===== src/rtl/systolic_pkg.sv =====
// Shared definitions for the systolic result drain.
//   drain_state_t : drain controller states (IDLE, DRAIN, FLUSH).
//   idx_w()       : counter width for a dimension. It never returns less
//                   than 1, so a dimension of size 1 still has a legal
//                   (constant-zero) index signal.
//   DEF_*         : default frame geometry and the widths derived from it.
package systolic_pkg;

  typedef enum logic [1:0] {
    IDLE  = 2'd0,
    DRAIN = 2'd1,
    FLUSH = 2'd2
  } drain_state_t;

  function automatic int unsigned idx_w(input int unsigned n);
    return (n > 1) ? $clog2(n) : 1;
  endfunction

  localparam int unsigned DEF_WIDTH  = 32;
  localparam int unsigned DEF_HEIGHT = 32;
  localparam int unsigned DEF_COL_W  = idx_w(DEF_WIDTH);
  localparam int unsigned DEF_ROW_W  = idx_w(DEF_HEIGHT);
  localparam int unsigned DEF_ADDR_W = idx_w(DEF_WIDTH * DEF_HEIGHT);

endpackage


===== src/rtl/drain_index_gen.sv =====
// Consumer-side scan counter for the result drain. It mirrors the feed-side
// scan: col runs 0..WIDTH-1, then wraps and row advances; the address counter
// is maintained incrementally alongside, without a multiplier.
// Build option RESULT_DRAIN_TRANSPOSE_EN selects a column-major address
// (col*HEIGHT + row) instead of row-major (row*WIDTH + col).
// Ports:
//   clk, rst   : clock, synchronous active-high reset
//   clear      : restart the scan at (0,0), address 0
//   advance    : step to the next beat
//   col, row   : indices of the current (next-to-accept) beat
//   addr       : result-memory address of the current beat
//   last       : current beat is the final one of the frame
module drain_index_gen
  import systolic_pkg::*;
#(
  parameter  int unsigned WIDTH  = DEF_WIDTH,
  parameter  int unsigned HEIGHT = DEF_HEIGHT,
  localparam int unsigned COL_W  = idx_w(WIDTH),
  localparam int unsigned ROW_W  = idx_w(HEIGHT),
  localparam int unsigned ADDR_W = idx_w(WIDTH * HEIGHT)
) (
  input  logic              clk,
  input  logic              rst,
  input  logic              clear,
  input  logic              advance,
  output logic [COL_W-1:0]  col,
  output logic [ROW_W-1:0]  row,
  output logic [ADDR_W-1:0] addr,
  output logic              last
);

  logic [COL_W-1:0]  col_q,  col_d;
  logic [ROW_W-1:0]  row_q,  row_d;
  logic [ADDR_W-1:0] addr_q, addr_d;
  logic              col_end, row_end;

  assign col_end = (col_q == COL_W'(WIDTH - 1));
  assign row_end = (row_q == ROW_W'(HEIGHT - 1));

  always_comb begin
    col_d  = col_q;
    row_d  = row_q;
    addr_d = addr_q;
    if (clear) begin
      col_d  = '0;
      row_d  = '0;
      addr_d = '0;
    end else if (advance) begin
      if (col_end) begin
        col_d = '0;
        row_d = row_end ? '0 : row_q + ROW_W'(1);
      end else begin
        col_d = col_q + COL_W'(1);
      end
`ifdef RESULT_DRAIN_TRANSPOSE_EN
      // Column-major: stride HEIGHT along a row; at a row end the next row
      // starts at address row+1 (its column-0 slot).
      if (col_end) begin
        addr_d = row_end ? '0 : ADDR_W'(row_q) + ADDR_W'(1);
      end else begin
        addr_d = addr_q + ADDR_W'(HEIGHT);
      end
`else
      addr_d = (col_end && row_end) ? '0 : addr_q + ADDR_W'(1);
`endif
    end
  end

  always_ff @(posedge clk) begin
    if (rst) begin
      col_q  <= '0;
      row_q  <= '0;
      addr_q <= '0;
    end else begin
      col_q  <= col_d;
      row_q  <= row_d;
      addr_q <= addr_d;
    end
  end

  assign col  = col_q;
  assign row  = row_q;
  assign addr = addr_q;
  assign last = col_end && row_end;

endmodule


===== src/rtl/systolic_result_drain.sv =====
// Drains the row-major result stream leaving the systolic array into result
// memory. Each accepted beat is written at its (row, col) address one cycle
// later through a one-entry output register that holds while memory stalls.
// A frame is armed by start; after the last beat's write is taken by memory,
// frame_done pulses for one cycle and the block returns to IDLE.
// Build option RESULT_DRAIN_TRANSPOSE_EN: column-major memory layout.
// Ports:
//   clk, rst                     : clock, synchronous active-high reset
//   start                        : arm a frame (ignored unless IDLE)
//   in_valid/in_ready/in_data    : result beat handshake
//   mem_we/mem_addr/mem_wdata    : memory write request, held until mem_ready
//   mem_ready                    : memory takes the write this cycle
//   col_idx/row_idx              : indices of the next beat to accept
//   busy                         : frame in progress (DRAIN or FLUSH)
//   frame_done                   : one-cycle pulse after the final write
module systolic_result_drain
  import systolic_pkg::*;
#(
  parameter  int unsigned WIDTH  = DEF_WIDTH,
  parameter  int unsigned HEIGHT = DEF_HEIGHT,
  parameter  int unsigned DATA_W = 32,
  localparam int unsigned COL_W  = idx_w(WIDTH),
  localparam int unsigned ROW_W  = idx_w(HEIGHT),
  localparam int unsigned ADDR_W = idx_w(WIDTH * HEIGHT)
) (
  input  logic              clk,
  input  logic              rst,
  input  logic              start,
  input  logic              in_valid,
  output logic              in_ready,
  input  logic [DATA_W-1:0] in_data,
  output logic              mem_we,
  output logic [ADDR_W-1:0] mem_addr,
  output logic [DATA_W-1:0] mem_wdata,
  input  logic              mem_ready,
  output logic [COL_W-1:0]  col_idx,
  output logic [ROW_W-1:0]  row_idx,
  output logic              busy,
  output logic              frame_done
);

  drain_state_t      state_q, state_d;
  logic              mem_we_q, mem_we_d;
  logic [ADDR_W-1:0] mem_addr_q, mem_addr_d;
  logic [DATA_W-1:0] mem_wdata_q, mem_wdata_d;
  logic              frame_done_q, frame_done_d;

  logic              in_ready_c;
  logic              accept;
  logic              idx_clear;
  logic [ADDR_W-1:0] idx_addr;
  logic              idx_last;

  drain_index_gen #(
    .WIDTH  (WIDTH),
    .HEIGHT (HEIGHT)
  ) u_index (
    .clk     (clk),
    .rst     (rst),
    .clear   (idx_clear),
    .advance (accept),
    .col     (col_idx),
    .row     (row_idx),
    .addr    (idx_addr),
    .last    (idx_last)
  );

  always_comb begin
    state_d      = state_q;
    mem_we_d     = mem_we_q;
    mem_addr_d   = mem_addr_q;
    mem_wdata_d  = mem_wdata_q;
    frame_done_d = 1'b0;
    in_ready_c   = 1'b0;
    accept       = 1'b0;
    idx_clear    = 1'b0;

    case (state_q)
      IDLE: begin
        if (start) begin
          state_d   = DRAIN;
          idx_clear = 1'b1;
        end
      end
      DRAIN: begin
        // The output register frees up in the same cycle memory takes it,
        // so a write and the next accept can overlap.
        in_ready_c = !mem_we_q || mem_ready;
        accept     = in_valid && in_ready_c;
        if (accept && idx_last) begin
          state_d = FLUSH;
        end
      end
      FLUSH: begin
        if (mem_we_q && mem_ready) begin
          state_d      = IDLE;
          frame_done_d = 1'b1;
        end
      end
      default: state_d = IDLE;
    endcase

    if (mem_we_q && mem_ready) begin
      mem_we_d = 1'b0;
    end
    // A new accept refills the register, overriding the retire above.
    if (accept) begin
      mem_we_d    = 1'b1;
      mem_addr_d  = idx_addr;
      mem_wdata_d = in_data;
    end
  end

  always_ff @(posedge clk) begin
    if (rst) begin
      state_q      <= IDLE;
      mem_we_q     <= 1'b0;
      mem_addr_q   <= '0;
      mem_wdata_q  <= '0;
      frame_done_q <= 1'b0;
    end else begin
      state_q      <= state_d;
      mem_we_q     <= mem_we_d;
      mem_addr_q   <= mem_addr_d;
      mem_wdata_q  <= mem_wdata_d;
      frame_done_q <= frame_done_d;
    end
  end

  assign in_ready   = in_ready_c;
  assign mem_we     = mem_we_q;
  assign mem_addr   = mem_addr_q;
  assign mem_wdata  = mem_wdata_q;
  assign busy       = (state_q != IDLE);
  assign frame_done = frame_done_q;

endmodule


===== config.mk =====
export PLATFORM = sky130hd
export DESIGN_NAME = systolic_result_drain
export DESIGN_NICKNAME = d
export VERILOG_FILES = /design/src/rtl/systolic_pkg.sv /design/src/rtl/drain_index_gen.sv /design/src/rtl/systolic_result_drain.sv
export SDC_FILE = /design/constraint.sdc
export NUM_CORES = 1
export LEC_CHECK = 0
export ABC_AREA = 1
export BUFFER_PORTS_ARGS = -buffer_cell sky130_fd_sc_hd__buf_2
export CAP_MARGIN = 10
export CORE_ASPECT_RATIO = 1.4
export CORE_MARGIN = 1.5
export CORE_UTILIZATION = 53
export CTS_CLUSTER_SIZE = 40
export DETAILED_ROUTE_END_ITERATION = 12
export GPL_ROUTABILITY_DRIVEN = 0
export HOLD_SLACK_MARGIN = 0.02
export MAX_ROUTING_LAYER = met4
export PLACE_DENSITY = 0.88
export SLEW_MARGIN = 40
export SYNTH_ARGS = -nofsm -noshare
export SYNTH_HDL_FRONTEND = slang
export SYNTH_SLANG_ARGS = --single-unit

===== constraint.sdc =====
create_clock -name clk -period 3.9 [get_ports clk]
set_clock_uncertainty 0.05 [all_clocks]
set_input_delay 0.78 -clock clk [delete_from_list [all_inputs] [get_ports clk]]
set_output_delay 0.78 -clock clk [all_outputs]
set_load 0.03 [all_outputs]

==> results of run 1 <==
==> cell type report <==
type / instances / area, sq um
Inverter: 18 / 67.6
Fill cell: 405 / 1510
Timing Repair Buffer: 94 / 475
Multi-Input combinational cell: 246 / 1140
Tap cell: 64 / 80.1
Sequential cell: 66 / 1320
Clock inverter: 4 / 48.8
Clock buffer: 12 / 165
==> worst max-delay path, delay by kind of cell, from the launching register on <==
family | cells | cell delay (ns)
AOI/OAI and AO/OA | 1 | 0.13
buffers and inverters | 2 | 0.34
DFF | 1 | 0.34
and+or+nand+nor | 1 | 0.12
==> cell families (layout without fill, tap and decap cells) <==
group | after synthesis | count (layout) | share of synthesized area
flops | 66 | 66 | 0.503
xor+xnor | 1 | 1 | 0.00333
buf+inv | 34 | 128 | 0.0643
compound gates | 71 | 71 | 0.139
simple gates | 169 | 169 | 0.267
fa+ha+maj | 5 | 5 | 0.0238
==> registers in the layout (all words and copies together), names as in the netlist <==
signal / count
state_q: 2
mem_we: 1
frame_done: 1
mem_wdata: 32
u_index.addr: 10
mem_addr: 10
u_index.col: 5
u_index.row: 5
==> power by group through the flow <==
| stage | Clock (mW) | Sequential [mW] | Combinational, mW |
|---|---|---|---|
| after floorplan | 0 | 0.790 | 0.0847 |
| after global placement | 0 | 0.733 | 0.194 |
| after detailed placement | 0 | 0.735 | 0.198 |
| after CTS | 0.608 | 0.720 | 0.199 |
| after global routing | 0.636 | 0.723 | 0.217 |
| final | 0.602 | 0.720 | 0.198 |
==> layer usage <==
metal	vias up	routed length (um)	track usage
met5	-	0	-
met4	0	177	0.139
met3	15	359	0.0662
met2	78	2990	0.406
met1	1139	2450	0.243
li1	1295	-	-
==> stage by stage <==
stage | util | cell area [sq um]
after global placement | 0.641 | 3080
final | 0.686 | 3300
after global routing | 0.686 | 3300
after detailed placement | 0.641 | 3080
after CTS | 0.686 | 3300
after floorplan | - | 2630
==> worst max path at each step <==
stage,endpoint,cells after the start,start
4_1_cts,in_ready,4,state_q[1]
6_report,in_ready,4,state_q[1]
2_1_floorplan,in_ready,2,mem_ready
3_3_place_gp,mem_addr[4],8,mem_ready
5_1_grt,in_ready,4,state_q[1]
3_5_place_dp,mem_addr[4],8,mem_ready
==> synth_stat cells, drive strengths merged <==
cell type / n
nor2: 106
dfxtp: 66
o21ai: 47
nand2: 46
a21oi: 22
inv: 17
nand3: 11
buf: 10
clkbuf: 6
ha: 5
nor3: 3
a211oi: 1
clkinv: 1
nand3b: 1
nand4: 1
nor4: 1
o21bai: 1
xor2: 1
==> results by group, run 1 <==
Critical path
  • Setup slack, reg-to-reg: around 2 ns
  • CP required: 3.07 ns
  • Setup CP Type: reg -> out
  • RR Startpoint: u_index.col[0]
  • Arrival time worst endpoint: 1.27 ns
  • Max incr delay on CP: 0.34 ns
  • Type of origin of the critical path: register
  • Worst Path Max Fanout: 4
  • Slowest cell on crit path: dfxtp_1
  • R2R cell count: 9
  • RR Endpoint: u_index.addr[6]
  • Cells along the critical path: inv_1, nand2_1, a21oi_1, buf_2
  • Critical path capture point type: output port

Power
  • NetSw: between 0.4 and 0.5 mW
  • Sw Share: 0.269
  • Sequential power share: 0.474
  • Worst ir drop on vdd: 254 uV
  • Power per cell area: 461 nW/um^2
  • Internal power: 1.11 mW
  • Lkg Pwr: 1.55 nW
  • Clk pwr share: 0.396
  • Logic pwr share: 0.131
  • Pwr Total: 1.52 mW

STA
  • Tmin final: 2.10 ns
  • RSZ-0062 raised after global routing: false
  • Max Freq: 476 MHz
  • Setup ws final: 1.80 ns
  • Final Setup Violations: 0
  • Final hold viol count: 0
  • Setup TNS: 0 ns
  • Rel. slew slack: 0.646
  • Worst-margin pin slew: 0.531 ns
  • Fin crit share: 0.539
  • Worst-case hold slack: 0.424 ns
  • Final-report max-slew violation count: 0

Detailed routing
  • Drt total wl: 5.98 mm
  • Post-DRT Antenna Nets: 0
  • Post-route DRC violation count: 0
  • Vias per std cell: 5.01
  • Wire per inst: 11.9 um
  • DRT Pass-1 Iters: 4
  • Initial DRC count: between 150 and 200
  • Vias post-DR: 2,527

Cells and area
  • Most common cell after layout, fill and taps aside: nor2_1
  • Nets: 477
  • ANT cells: 0
  • P&R area growth vs syn: 25.4%
  • Fraction of layout cells with a size suffix above 1: 0.270
  • Post-layout instance count excluding filler cells: slightly above 500
  • Most frequent cells in the layout: nor2_1 (102), buf_2 (92), dfxtp_1 (66), nand2_1 (45), o21ai_0 (45)

Place
  • Port buffer count: 92
  • Number of cells after detailed placement: slightly below 500
  • Dpl ws: 1.59 ns
  • HPWL Detailed: 4.18 mm

Yosys
  • Synth top area cells: dfxtp_1 (50%), nor2_1 (15%), o21ai_0 (8.6%)
  • Syn Inst Count: 346
  • Yosys cell types: 27
  • Syn. warnings: 0
  • Mean Syn Cell Area: 7.59 sq um
  • Post-Syn Nets: 388
  • Cell Area, Synth: 2630 sq um
  • Register area share after synthesis: 0.503
  • Yosys top cell area share: 0.503
  • Synth area leader: dfxtp_1
  • Synthesized flop and latch total: between 60 and 70

CTS
  • TritonCTS clock tree: built
  • # hold bufs at CTS: 0
  • CTS H-tree lvls: 3
  • Post-cts gate resize count: 0
  • Post-CTS Setup Bufs: 0
  • Clock-pin slew on the worst setup and hold paths: roughly 0.070 ns
  • Worst-skew pair later-pin latency: about 0.34 ns
  • CTS max path bufs: 2
  • Clock Tree Root: clkbuf_8
  • CTS Buf Count: 9
  • Clk sink count: 66

GRT
  • Global-route wire length before repair: 9.68 mm
  • Total GRT Usage: 0.237
  • Initial antenna violation count: 0
  • Overflow after GRT: 0
  • Largest net degree at the start of global routing: 53
  • Vias in the first global route: approximately 2,300

Floorplan
  • Core Rows: 30
  • Die Area: about 5400 sq um
  • Die extent in y: 86.3 um
  • Starting Density: 0.547
  • Chip width: 62.5 um
  • Core footprint: around 4800 sq um
  • I/O pins: 93

Min path
  • Hold path start: mem_addr[9]
  • Hold path depth: 2
  • Kind of path behind the tightest hold check: reg -> reg
  • WHS Endpoint: mem_addr[9]

Status
  • Outcome: finished, final reports clean

Job
  • Max Cap Violations: 0
Note: power is estimated with default switching activity, not from simulation.
==> run 2: changes to the inputs <==
--- a/config.mk
+++ b/config.mk
@@ -10,13 +10,13 @@
 export CAP_MARGIN = 10
 export CORE_ASPECT_RATIO = 1.4
 export CORE_MARGIN = 1.5
-export CORE_UTILIZATION = 53
+export CORE_UTILIZATION = 49
 export CTS_CLUSTER_SIZE = 40
 export DETAILED_ROUTE_END_ITERATION = 12
 export GPL_ROUTABILITY_DRIVEN = 0
 export HOLD_SLACK_MARGIN = 0.02
 export MAX_ROUTING_LAYER = met4
-export PLACE_DENSITY = 0.88
+export PLACE_DENSITY = 0.83
 export SLEW_MARGIN = 40
 export SYNTH_ARGS = -nofsm -noshare
 export SYNTH_HDL_FRONTEND = slang
==> constraint.sdc (replaced) <==
create_clock -name clk -period 2 [get_ports clk]
set_clock_uncertainty 0.05 [all_clocks]
set_input_delay 0.4 -clock clk [delete_from_list [all_inputs] [get_ports clk]]
set_output_delay 0.4 -clock clk [all_outputs]
set_load 0.03 [all_outputs]
==> run 2 against run 1 <==
Combinational power increased by 97%. Clock power increased by 65%. Worst hold slack got worse by 0.16 ns. Critical endpoint is now u_index.row[2]. Final cell count increased by 0.79%. Power increased by 84%. First-iteration DRC count increased by 8.8%. Setup slack got worse by 1.6 ns. Sequential share of layout area about the same.
==> results by group, run 2 (synthesis gave the netlist of run 1 again) <==
Detailed routing
  • Initial DRC count: 186
  • Post-DRT Antenna Nets: 0
  • Wire per inst: 11.5 um
  • Drt total wl: 5.85 mm
  • DRT Pass-1 Iters: 4
  • Vias per std cell: 4.93
  • Vias post-DR: 2,503
  • Post-route DRC violation count: 0

Cells and area
  • Nets: 479
  • Max reg flops: 32
  • Most common cell after layout, fill and taps aside: nor2_1
  • Fin util: 0.638
  • P&R area growth vs syn: 25.3%
  • ANT cells: 0
  • Most frequent cells in the layout: nor2_1 (102), buf_2 (92), dfxtp_1 (66), nand2_1 (45), o21ai_0 (45)
  • Post-layout instance count excluding filler cells: 508
  • Fraction of layout cells with a size suffix above 1: 0.271

Critical path
  • Max incr delay on CP: between 0.3 and 0.4 ns
  • Worst setup startpoint: u_index.col[0]
  • RR Startpoint: u_index.col[0]
  • Buf/Inv on CP: 1
  • Setup CP Type: reg -> reg
  • Family with the most delay on the worst path: compound AO/OA/AOI/OAI gates
  • Arrival time worst endpoint: 1.98 ns
  • Cells along the critical path: ha_1, nand2_1, nor2_1, ha_1, nand2_1, inv_1, a21oi_1, o21ai_1, nor2_1
  • Type of origin of the critical path: register
  • Critical path capture point type: register
  • Slowest cell on crit path: dfxtp_1
  • CP required: 2.22 ns
  • Worst Path Max Fanout: 5

STA
  • Setup TNS: 0 ns
  • Final-report max-slew violation count: 0
  • Final hold viol count: 0
  • RSZ-0062 raised after global routing: false
  • Tmin final: 1.76 ns
  • Final Setup Violations: 0
  • Rel. slew slack: 0.781
  • Fin crit share: 0.882
  • Worst-margin pin slew: 0.327 ns
  • Max Freq: approximately 570 MHz
  • Worst-case hold slack: 0.266 ns

GRT
  • Global-route wire length before repair: about 9.3 mm
  • Initial antenna violation count: 0
  • Vias in the first global route: 2,226
  • Total GRT Usage: 0.211
  • Overflow after GRT: 0
  • Largest net degree at the start of global routing: 40

Place
  • Port buffer count: just over 90
  • Number of cells after detailed placement: around 490
  • HPWL Detailed: 4.24 mm

CTS
  • Clk sink count: 66
  • TritonCTS clock tree: built
  • Post-cts gate resize count: 0
  • # hold bufs at CTS: 0
  • Post-CTS Setup Bufs: 0
  • CTS Buf Count: 9
  • Clock Tree Root: clkbuf_8
  • CTS H-tree lvls: 3
  • Clock-pin slew on the worst setup and hold paths: about 0.070 ns
  • Worst-skew pair later-pin latency: 0.33 ns
  • CTS max path bufs: 2

Status
  • Outcome: finished, final reports clean

Job
  • Max Cap Violations: 0

Floorplan
  • Chip width: around 65 um
  • Starting Density: 0.509
  • Core Rows: 31
  • I/O pins: 93
  • Die Area: 5820 sq um
  • Die extent in y: between 80 and 90 um
  • Core footprint: 5160 sq um

Power
  • Lkg Pwr: 1.54 nW
  • Worst ir drop on vdd: 459 uV
  • Power per cell area: 847 nW/um^2

Min path
  • Hold path start: in_data[8]
  • Kind of path behind the tightest hold check: in -> reg
-- run 2: power by group --
| part | switching (mW) | total [mW] | internal [mW] |
|---|---|---|---|
| Sequential | 0.0321 | 1.40 | 1.37 |
| Combinational | 0.265 | 0.390 | 0.125 |
| Clock | 0.479 | 0.995 | 0.515 |
-- run 2: final cells by class --
cell class	count	area [sq um]
clock buffers	12	155
clock inverters	4	26.3
fillers	434	1870
inverters	18	67.6
multi-input cells	246	1140
flip-flops and latches	66	1320
well taps	66	82.6
repair buffers	96	503
-- run 2: layer usage --
layer  GRT usage  wire length [um]  share of wire  up-vias
met2       0.377              2980           0.51       82
met4      0.0928                63          0.011        0
met5           -                 0              0        -
met1       0.218              2480           0.42     1120
met3      0.0561               331          0.057        7
li1            -                 -              -     1294
-- run 2: path summary, 6_finish.rpt --
check / endpoint / slack [ns] / cells after the start
max: u_index.row[2] / 0.24 / 9
min: mem_wdata[8] / 0.27 / 3
max reg2reg: u_index.row[2] / 0.24 / 9
min reg2reg: mem_addr[9] / 0.42 / 2
-- run 2: per-stage QoR --
stage / worst slack [ns] / total power [mW] / area (sq um)
after floorplan: 0.196 / 1.71 / 2630
after global placement: 0.293 / 1.82 / 3110
after detailed placement: 0.248 / 1.83 / 3110
after CTS: 0.230 / 2.82 / 3290
after global routing: 0.0648 / 2.91 / 3290
final: 0.235 / 2.79 / 3290
-- run 2: worst register-to-register path: stages, from the launching register on --
cell	delay, ns
dfxtp_1	0.35
ha_1	0.22
nand2_1	0.09
nor2_1	0.05
ha_1	0.20
nand2_1	0.12
inv_1	0.10
a21oi_1	0.32
o21ai_1	0.13
nor2_1	0.09
==> run 3: changes to the inputs <==
--- a/config.mk
+++ b/config.mk
@@ -6,17 +6,17 @@
 export NUM_CORES = 1
 export LEC_CHECK = 0
 export ABC_AREA = 1
-export BUFFER_PORTS_ARGS = -buffer_cell sky130_fd_sc_hd__buf_2
 export CAP_MARGIN = 10
 export CORE_ASPECT_RATIO = 1.4
 export CORE_MARGIN = 1.5
-export CORE_UTILIZATION = 49
+export CORE_UTILIZATION = 65
 export CTS_CLUSTER_SIZE = 40
 export DETAILED_ROUTE_END_ITERATION = 12
+export DONT_BUFFER_PORTS = 1
 export GPL_ROUTABILITY_DRIVEN = 0
 export HOLD_SLACK_MARGIN = 0.02
 export MAX_ROUTING_LAYER = met4
-export PLACE_DENSITY = 0.83
+export PLACE_DENSITY = 0.85
 export SLEW_MARGIN = 40
 export SYNTH_ARGS = -nofsm -noshare
 export SYNTH_HDL_FRONTEND = slang
==> constraint.sdc (replaced) <==
create_clock -name clk -period 2.2 [get_ports clk]
set_clock_uncertainty 0.05 [all_clocks]
set_input_delay 0.44 -clock clk [delete_from_list [all_inputs] [get_ports clk]]
set_output_delay 0.44 -clock clk [all_outputs]
set_load 0.03 [all_outputs]
==> run 3 against run 2 <==
Final area decreased by 12%. Power fell by 1.8%. Non-clock buffer count down 86. Largest power group unchanged. Worst hold slack lost 0.15 ns. Count of clock-buffer cells in the layout shrank 1. Flip-flop and latch count stayed put. Via count decreased by 10%. Wire length down 5.7%. Die area down 24%.
==> results by group, run 3 (synthesis gave the netlist of run 1 again) <==
GRT
  • Largest net degree at the start of global routing: 40
  • Total GRT Usage: 0.258
  • Overflow after GRT: 0
  • Global-route wire length before repair: between 8 and 9 mm
  • Met1 usage: 0.267
  • Met2 usage: 0.424
  • Initial antenna violation count: 0
  • Grt peak-use layer: met2
  • GRT met3 Usage: 0.0857
  • Vias in the first global route: 2,024

STA
  • Worst-margin pin slew: 0.646 ns
  • Final hold viol count: 0
  • Max Freq: roughly 520 MHz
  • Setup TNS: 0 ns
  • RSZ-0062 raised after global routing: false
  • Tmin final: 1.92 ns
  • Rel. slew slack: 0.571
  • Final-report max-slew violation count: 0
  • Final Setup Violations: 0
  • Fin crit share: 0.873

Status
  • Outcome: finished, final reports clean

CTS
  • CTS H-tree lvls: 3
  • Clock-pin slew on the worst setup and hold paths: 0.06 ns
  • # hold bufs at CTS: 0
  • CTS Buf Count: 9
  • Worst-skew pair later-pin latency: 0.34 ns
  • Post-cts gate resize count: 0
  • Post-CTS Setup Bufs: 0
  • CTS max path bufs: 2
  • Clock Tree Root: clkbuf_8
  • Clk sink count: 66
  • TritonCTS clock tree: built

Power
  • Lkg Pwr: 1.15 nW
  • Worst ir drop on vdd: roughly 800 uV
  • Power per cell area: 948 nW/um^2

Critical path
  • R2R cell count: 9
  • CP required: 1.71 ns
  • Critical path capture point type: output port
  • Setup slack, reg-to-reg: 0.44 ns
  • Arrival time worst endpoint: 1.43 ns
  • Type of origin of the critical path: register
  • Setup CP Type: reg -> out
  • RR Startpoint: u_index.col[0]
  • Worst Path Max Fanout: 4
  • RR Endpoint: u_index.row[2]

Cells and area
  • Nets: around 390
  • Post-route cell area: approximately 2900 sq um
  • Fraction of layout cells with a size suffix above 1: 0.0927
  • Most frequent cells in the layout: nor2_1 (102), dfxtp_1 (66), nand2_1 (45), o21ai_0 (45), a21oi_1 (22)
  • P&R area growth vs syn: 9.95%
  • ANT cells: 0
  • Max reg flops: 32
  • Post-layout instance count excluding filler cells: 399
  • Fin util: 0.737
  • Most common cell after layout, fill and taps aside: nor2_1

Detailed routing
  • Drt total wl: about 5.5 mm
  • DRT Pass-1 Iters: 4
  • Vias per std cell: 5.62
  • Initial DRC count: 105
  • Vias post-DR: 2,241
  • Post-DRT Antenna Nets: 0
  • Post-route DRC violation count: 0
  • Wire per inst: around 14 um

Place
  • DP Area: 2660 sq um
  • Number of cells after detailed placement: 383
  • Port buffer count: 0
  • HPWL Detailed: 3.77 mm

Min path
  • Hold path depth: 1
  • WHS Endpoint: mem_we
  • Hold path start: rst
  • Kind of path behind the tightest hold check: in -> reg

Job
  • Max Cap Violations: 0

Floorplan
  • I/O pins: 93
  • Die extent in y: 78.2 um
  • Starting Density: 0.670
  • Core Rows: 27
  • Chip width: around 57 um
  • Die Area: ~4400 sq um
  • Core footprint: 3920 sq um
run 3: cell types whose count changed in the layout (fill, tap and decap cells not counted), sizes merged:
cell / change
bufinv: +3
buf: -86
clkinv: -2
clkbuf: -1
run 3: layout make-up:
class	count	area [sq um]
multi-input cells	246	1140
clock buffers	11	131
repair buffers	10	75.1
inverters	18	67.6
flip-flops and latches	66	1320
clock inverters	5	103
well taps	43	53.8
fillers	308	1030
run 3: report_power, final:
| group | switching [mW] | internal (mW) |
|---|---|---|
| combinational | 0.118 | 0.0563 |
| sequential | 0.132 | 1.25 |
| clock | 0.433 | 0.751 |
run 3: worst max path at each step:
| stage | from | endpoint | slack, ns | depth (start not counted) |
|---|---|---|---|---|
| final | state_q[1] | in_ready | 0.28 | 3 |
| after global routing | state_q[1] | in_ready | 0.20 | 3 |
| after CTS | state_q[1] | in_ready | 0.27 | 3 |
| after detailed placement | u_index.col[0] | u_index.row[2] | 0.49 | 9 |
| after global placement | mem_we | u_index.col[0] | 0.52 | 5 |
| after floorplan | u_index.col[0] | u_index.addr[9] | 0.40 | 10 |
run 3: worst max-delay path, stage by stage (launching register included):
cell and delay [ns]:
dfxtp_1 0.34, inv_1 0.11, nand2_1 0.12, a21oi_1 0.53
run 3: per-layer routing:
| layer | share of wire | vias to the layer above | wire length, um |
|---|---|---|---|
| met2 | 0.50 | 88 | 2750 |
| met4 | 0.027 | 0 | 147 |
| met5 | 0 | - | 0 |
| met3 | 0.077 | 16 | 425 |
| li1 | - | 1122 | - |
| met1 | 0.40 | 1015 | 2190 |
run 3: stage by stage:
step                hold WS, ns  setup WS, ns  power (mW)
finish                    0.114         0.280        2.74
detailed placement        0.427         0.494        1.58
global route              0.103         0.202        2.84
global placement          0.413         0.525        1.57
floorplan                 0.392         0.396        1.55
CTS                       0.107         0.271        2.76
